[src/rtl/reg_scoreboard.sv]
// Register scoreboard for long-latency writers (loads, mfc0).
// Ports: clk/rst (async low); flush; ID source read and long-writer info
// (id_*); EX push of a writer (ex_push/ex_waddr); late write-back pop
// (lwb_valid/lwb_waddr); stallreq; status sb_count/sb_full/sb_empty/sb_err;
// and a saturating stall-cycle counter, hazard_cnt.
module reg_scoreboard #(
    parameter int DEPTH = 4
) (
    input  logic                       clk,
    input  logic                       rst,
    input  logic                       flush,
    input  logic                       id_valid,
    input  logic [4:0]                 id_rs,
    input  logic [4:0]                 id_rt,
    input  logic                       id_rs_used,
    input  logic                       id_rt_used,
    input  logic                       id_long,
    input  logic                       ex_push,
    input  logic [4:0]                 ex_waddr,
    input  logic                       lwb_valid,
    input  logic [4:0]                 lwb_waddr,
    output logic                       stallreq,
    output logic [$clog2(DEPTH):0]     sb_count,
    output logic                       sb_full,
    output logic                       sb_empty,
    output logic                       sb_err,
    output logic [15:0]                hazard_cnt
);

    localparam int PW = $clog2(DEPTH);
    localparam int CW = PW + 1;
    localparam logic [CW-1:0] FULL_CNT = CW'(DEPTH);

    logic [4:0]       addr_q [DEPTH];
    logic [DEPTH-1:0] vld_q;
    logic [PW-1:0]    head_q;
    logic [PW-1:0]    tail_q;
    logic [CW-1:0]    cnt_q;
    logic             err_q;
    logic [15:0]      hcnt_q;

    logic             is_full;
    logic             is_empty;
    logic             push_req;
    logic             pop_req;
    logic             push_ok;
    logic             pop_ok;
    logic             err_set;
    logic [DEPTH-1:0] live;
    logic             hazard;
    logic             full_stall;

    always_comb begin
        is_full  = (cnt_q == FULL_CNT);
        is_empty = (cnt_q == '0);
        push_req = ex_push && (ex_waddr != 5'd0) && !flush;
        pop_req  = lwb_valid && !flush;
        pop_ok   = pop_req && !is_empty;
        // a pop frees a slot in the same edge, so push into a full table
        // is legal as long as the head is leaving
        push_ok  = push_req && (!is_full || pop_ok);
        err_set  = (push_req && is_full && !pop_ok)
                || (pop_req && is_empty)
                || (pop_ok && (lwb_waddr != addr_q[head_q]));

        // the head being written back this cycle no longer blocks ID
        live = vld_q;
        if (pop_ok) begin
            live[head_q] = 1'b0;
        end

        hazard = 1'b0;
        for (int i = 0; i < DEPTH; i++) begin
            if (live[i]) begin
                if (id_rs_used && (id_rs != 5'd0) && (addr_q[i] == id_rs)) begin
                    hazard = 1'b1;
                end
                if (id_rt_used && (id_rt != 5'd0) && (addr_q[i] == id_rt)) begin
                    hazard = 1'b1;
                end
            end
        end
        hazard     = hazard && id_valid;
        full_stall = id_valid && id_long && is_full && !lwb_valid;
        stallreq   = !flush && (hazard || full_stall);
    end

    always_ff @(posedge clk or negedge rst) begin
        if (!rst) begin
            vld_q  <= '0;
            head_q <= '0;
            tail_q <= '0;
            cnt_q  <= '0;
            err_q  <= 1'b0;
            hcnt_q <= '0;
            for (int i = 0; i < DEPTH; i++) begin
                addr_q[i] <= 5'd0;
            end
        end else begin
            if (stallreq && (hcnt_q != 16'hFFFF)) begin
                hcnt_q <= hcnt_q + 16'd1;
            end
            if (err_set) begin
                err_q <= 1'b1;
            end
            if (flush) begin
                vld_q  <= '0;
                head_q <= '0;
                tail_q <= '0;
                cnt_q  <= '0;
            end else begin
                if (pop_ok) begin
                    vld_q[head_q] <= 1'b0;
                    head_q        <= head_q + 1'b1;
                end
                // push after pop: when full, tail==head and the new
                // entry must win over the invalidation
                if (push_ok) begin
                    vld_q[tail_q]  <= 1'b1;
                    addr_q[tail_q] <= ex_waddr;
                    tail_q         <= tail_q + 1'b1;
                end
                if (push_ok && !pop_ok) begin
                    cnt_q <= cnt_q + 1'b1;
                end else if (pop_ok && !push_ok) begin
                    cnt_q <= cnt_q - 1'b1;
                end
            end
        end
    end

    assign sb_count   = cnt_q;
    assign sb_full    = is_full;
    assign sb_empty   = is_empty;
    assign sb_err     = err_q;
    assign hazard_cnt = hcnt_q;

endmodule

[config.mk]
export PLATFORM = sky130hd
export DESIGN_NAME = reg_scoreboard
export DESIGN_NICKNAME = d
export VERILOG_FILES = /design/src/rtl/reg_scoreboard.sv
export SDC_FILE = /design/constraint.sdc
export NUM_CORES = 1
export LEC_CHECK = 0
export CORE_ASPECT_RATIO = 1.1
export CORE_MARGIN = 8
export CORE_UTILIZATION = 45
export CTS_BUF_LIST = sky130_fd_sc_hd__clkbuf_8 sky130_fd_sc_hd__clkbuf_16
export DETAILED_ROUTE_END_ITERATION = 10
export PLACE_DENSITY = 0.7
export SETUP_SLACK_MARGIN = 0.3
export SLEW_MARGIN = 20
export SYNTH_ARGS = -nofsm -noshare
export SYNTH_HDL_FRONTEND = slang
export SYNTH_SLANG_ARGS = --single-unit
[constraint.sdc]
create_clock -name clk -period 4.71 [get_ports clk]
set_input_delay 1.1775 -clock clk [delete_from_list [all_inputs] [get_ports clk]]
set_output_delay 1.1775 -clock clk [all_outputs]
set_load 0.02 [all_outputs]
==> flow_results.org <==
** CTS
- CTS tree :: done
- After clock tree synthesis, the clock-pin slew on the worst setup and hold paths is roughly 0.1 ns.
- Root buffer cell :: sky130_fd_sc_hd__clkbuf_8
- Later-pin clock latency in the skew report :: approximately 0.30 ns
- Total clock sinks :: 48
- Count of H-tree levels built during CTS :: 2
- In this run, CTS created clock tree buffers numbering 5.
- Hold buffers post-CTS :: 0
- Buffer levels on the longest clock path :: 2

** Cells and area
- Leaving out fill and tap cells, the most frequent cell in the layout is sky130_fd_sc_hd__dfrtp_1.
- The final layout contains 394 nets.
- Layout Utilization :: 0.594
- The repair_antennas step left the layout with diodes totalling 0.
- Highest-count cells in the layout ignoring fill and taps :: 48 x sky130_fd_sc_hd__dfrtp_1, 41 x sky130_fd_sc_hd__clkdlybuf4s50_1, 34 x sky130_fd_sc_hd__xor2_1
- Area occupied by multi-input gates :: 1810 µm²
- Fill cell total of the finished layout :: about 580
- Layout cells sized above 1 :: 0.211
- Summing all flip-flop and latch instances after layout gives 1200 µm².
- Area growth from synthesis to layout :: 27.7%

** Routing
- Residual DRC count :: 0
- After the first detailed-routing iteration, the DRC count stood at 92.
- Per-cell via count in the routed design :: 5.43
- DR WL/cell :: 16.8 µm
- TritonRoute pass-1 iters :: 4
- The routed layout has between 2k and 2.5k vias.
- Number of nets still failing antenna checks after routing :: 0
- The routed design has 7340 µm of wire.

** Power and ir drop
- Summed over all cells, the static leakage comes to 1.73 nW.
- Power density relative to cell area :: between 300 and 400 nW/µm²
- Of the total power, the share spent switching nets is 0.357.
- Worst voltage drop across the vdd grid :: 219 µV
- Cell internal power was estimated by the tool at 0.000999 W.
- Clock share of power :: 0.191
- Power comes to 0.00155 W.
- Summed over all nets, the switching power comes to 0.000554 W.
- Sequential fraction of design power :: 0.433
- The share of total power dissipated in combinational logic is 0.377.

** Floorplan
- For this configuration, the core starts out at a cell density of 0.465.
- Area inside the core boundary :: approximately 6600 µm²
- Die Height :: ~100 µm
- Standard-cell row count :: 31
- The floorplan step defined a die boundary enclosing ~9800 µm².
- The floorplan step set the die width to 95.0 µm.
- 52 I/O pins were placed.

** Setup path
- Setup crit start :: flush
- Setup CP Type :: primary input to output pin
- Critical path capture point :: stallreq
- On the critical path the largest part of the delay comes from simple AND/OR/NAND/NOR gates.
- Counting buffers and inverters, the worst setup path is 8 cells deep.
- The worst register-to-register path ends at hazard_cnt[14].
- The slowest stage of the critical path belongs to the cell sky130_fd_sc_hd__or4_1.
- The worst setup path is captured at an output pin.
- The critical path goes through clkdlybuf4s50_1, nand2b_2, o31ai_2, or4_1, a21oi_2, nor4b_4, nor2_1, buf_4.
- In this run the critical register-to-register path is launched from head_q[1].
- Setup slack on the worst flop-to-flop path :: 1.74 ns
- In this design, the stage delay of the slowest critical-path cell is 0.54 ns.
- R2R depth :: 10
- Critical path buffer and inverter count :: 2
- The worst setup path is launched from a primary input.
- Max Fanout on Critical Path :: 4
- Data on the critical path is required at its endpoint by 3.53 ns.
- For the worst setup path, the data arrival time is 3.08 ns.

** Global routing
- Maximum number of pins on one net before global-route repair :: 49
- Global Route Usage Sum :: 0.157
- The via count of the first global-routing pass came to 2478.
- The initial antenna violation count came to 0.
- Congestion Overflow GR :: 0
- Global-route wire length before repair :: 12000 µm

** Yosys
- In this run, synthesis produced a sequential element count of 48.
- Among all flip-flop cells after synthesis, the most frequent one is sky130_fd_sc_hd__dfrtp_1.
- When the netlist entered floorplanning its net count stood at approximately 330.
- The average instance in the mapped netlist occupies 10.6 µm².
- Post-synthesis sequential area ratio :: 0.389
- Async S/R FF share, synth :: 1.00
- Number of flops mapped to enable cells by yosys :: 0
- The mapped netlist covers 3090 µm².
- Counting every instance in the synthesized netlist gives between 200 and 300.
- During synthesis, Yosys emitted a total of 0 warnings.
- Distinct cell type count after synthesis :: 44

** Place
- The congestion estimate from routability-driven global placement came to 0.859.
- The wire-length estimate of the detail-placed layout is 5630 µm.
- IO buf count :: 51

** STA
- Of the available clock period, the critical path in the final layout requires 0.903.
- The final count of hold timing violations came to 0.
- Setup violations remaining at the end of the flow were counted as 0.
- After routing, the total negative slack on setup checks comes to 0 ns.
- Clock skew on the completed layout was measured at 0.0130 ns.
- Setup repair after global routing left no endpoint under its margin.
- Fmax :: 235 MHz
- For the pin with the worst max-slew slack, the measured transition is 0.700 ns.
- Max-slew violation total from the final report :: 0
- After layout, the minimum clock period comes to between 4 and 5 ns.
- The worst pin sits at a relative slew slack of 0.530.

** Run
- The tool flagged a number of max-cap violations equal to 0.

** Worst hold path
- In this run the worst hold path is classified as flip-flop to flip-flop.

** Outcome
- The flow ran to the end, and the final reports show no timing, DRC or antenna violations.
==> worst min-delay path by stage <==
stage,from,to,slack [ns],cells after the start
global route,hazard_cnt[8],hazard_cnt[8],0.51,1
CTS,hazard_cnt[8],hazard_cnt[8],0.49,1
global placement,sb_err,sb_err,0.46,2
floorplan,vld_q[2],vld_q[2],0.51,2
detailed placement,hazard_cnt[10],hazard_cnt[10],0.48,1
finish,hazard_cnt[5],hazard_cnt[5],0.49,1
==> timing repair <==
item	CTS	global route
resized for setup	6	14
buffers inserted	0	1
setup endpoints to repair	1	1
pin swaps	2	8
==> area by class of cell <==
type | count | share of cell area
tap | 82 | 0.0260
sequential | 48 | 0.305
clock inverter | 3 | 0.0108
multi-input combinational | 218 | 0.459
clock buffer | 5 | 0.0175
timing repair buffer | 72 | 0.173
inverter | 10 | 0.00953
==> routing by layer <==
layer,up-vias,track usage,part of all wire
li1,1142,-,-
met4,0,0.0481,0.019
met2,62,0.261,0.49
met5,-,0,0
met3,14,0.0430,0.058
met1,1161,0.195,0.44
==> stage by stage <==
step / hold slack [ns] / setup WS (ns) / cell area [µm²] / cells
CTS: 0.495 / 0.314 / 3870 / 437
global route: 0.515 / 0.327 / 3940 / 438
global placement: 0.464 / -0.102 / 3760 / 429
detailed placement: 0.477 / -0.111 / 3760 / 429
floorplan: 0.506 / 0.554 / 3090 / 292
finish: 0.493 / 0.455 / 3940 / 438
==> cells in the mapped netlist (all sizes together) (3+ instances only) <==
| cell | n | area [µm²] |
|---|---|---|
| dfrtp | 48 | 1200 |
| xor2 | 34 | 298 |
| nand2 | 25 | 93.8 |
| xnor2 | 25 | 219 |
| mux2 | 23 | 263 |
| o21ai | 15 | 82.6 |
| nor3 | 13 | 81.3 |
| nand3 | 12 | 60.1 |
| nor4 | 11 | 87.6 |
| inv | 10 | 37.5 |
| buf | 9 | 61.3 |
| ha | 9 | 113 |
| clkbuf | 7 | 26.3 |
| nor2 | 7 | 26.3 |
| mux4 | 5 | 113 |
| or4 | 5 | 48.8 |
| a21oi | 4 | 23.8 |
| a31oi | 4 | 25.0 |
| o31ai | 4 | 40.0 |
| and3 | 3 | 18.8 |
| nand2b | 3 | 18.8 |
| nand4 | 3 | 18.8 |
| nor2b | 3 | 18.8 |
| nor4b | 3 | 41.3 |
==> power groups by stage <==
stage	clock [W]	combinational (W)	sequential, W
3_5_place_dp	0	0.000575	0.000675
2_1_floorplan	0	0.000407	0.000641
4_1_cts	0.000302	0.000579	0.000668
3_3_place_gp	0	0.000562	0.000672
5_1_grt	0.000316	0.000642	0.000687
6_report	0.000296	0.000585	0.000672
==> registers in the layout, summed over array words and instances, names as in the netlist <==
register and flops:
tail_q 2, sb_err 1, addr_q 20, head_q 2
hazard_cnt 16, sb_count 3, vld_q 4
==> cell families after synthesis <==
group	synth area share
flops	0.389
xor+xnor	0.167
buf+inv	0.0406
fa+ha+maj	0.0430
mux	0.122
simple gates	0.177
compound gates	0.0608
Note: power is estimated with default switching activity, not from simulation.
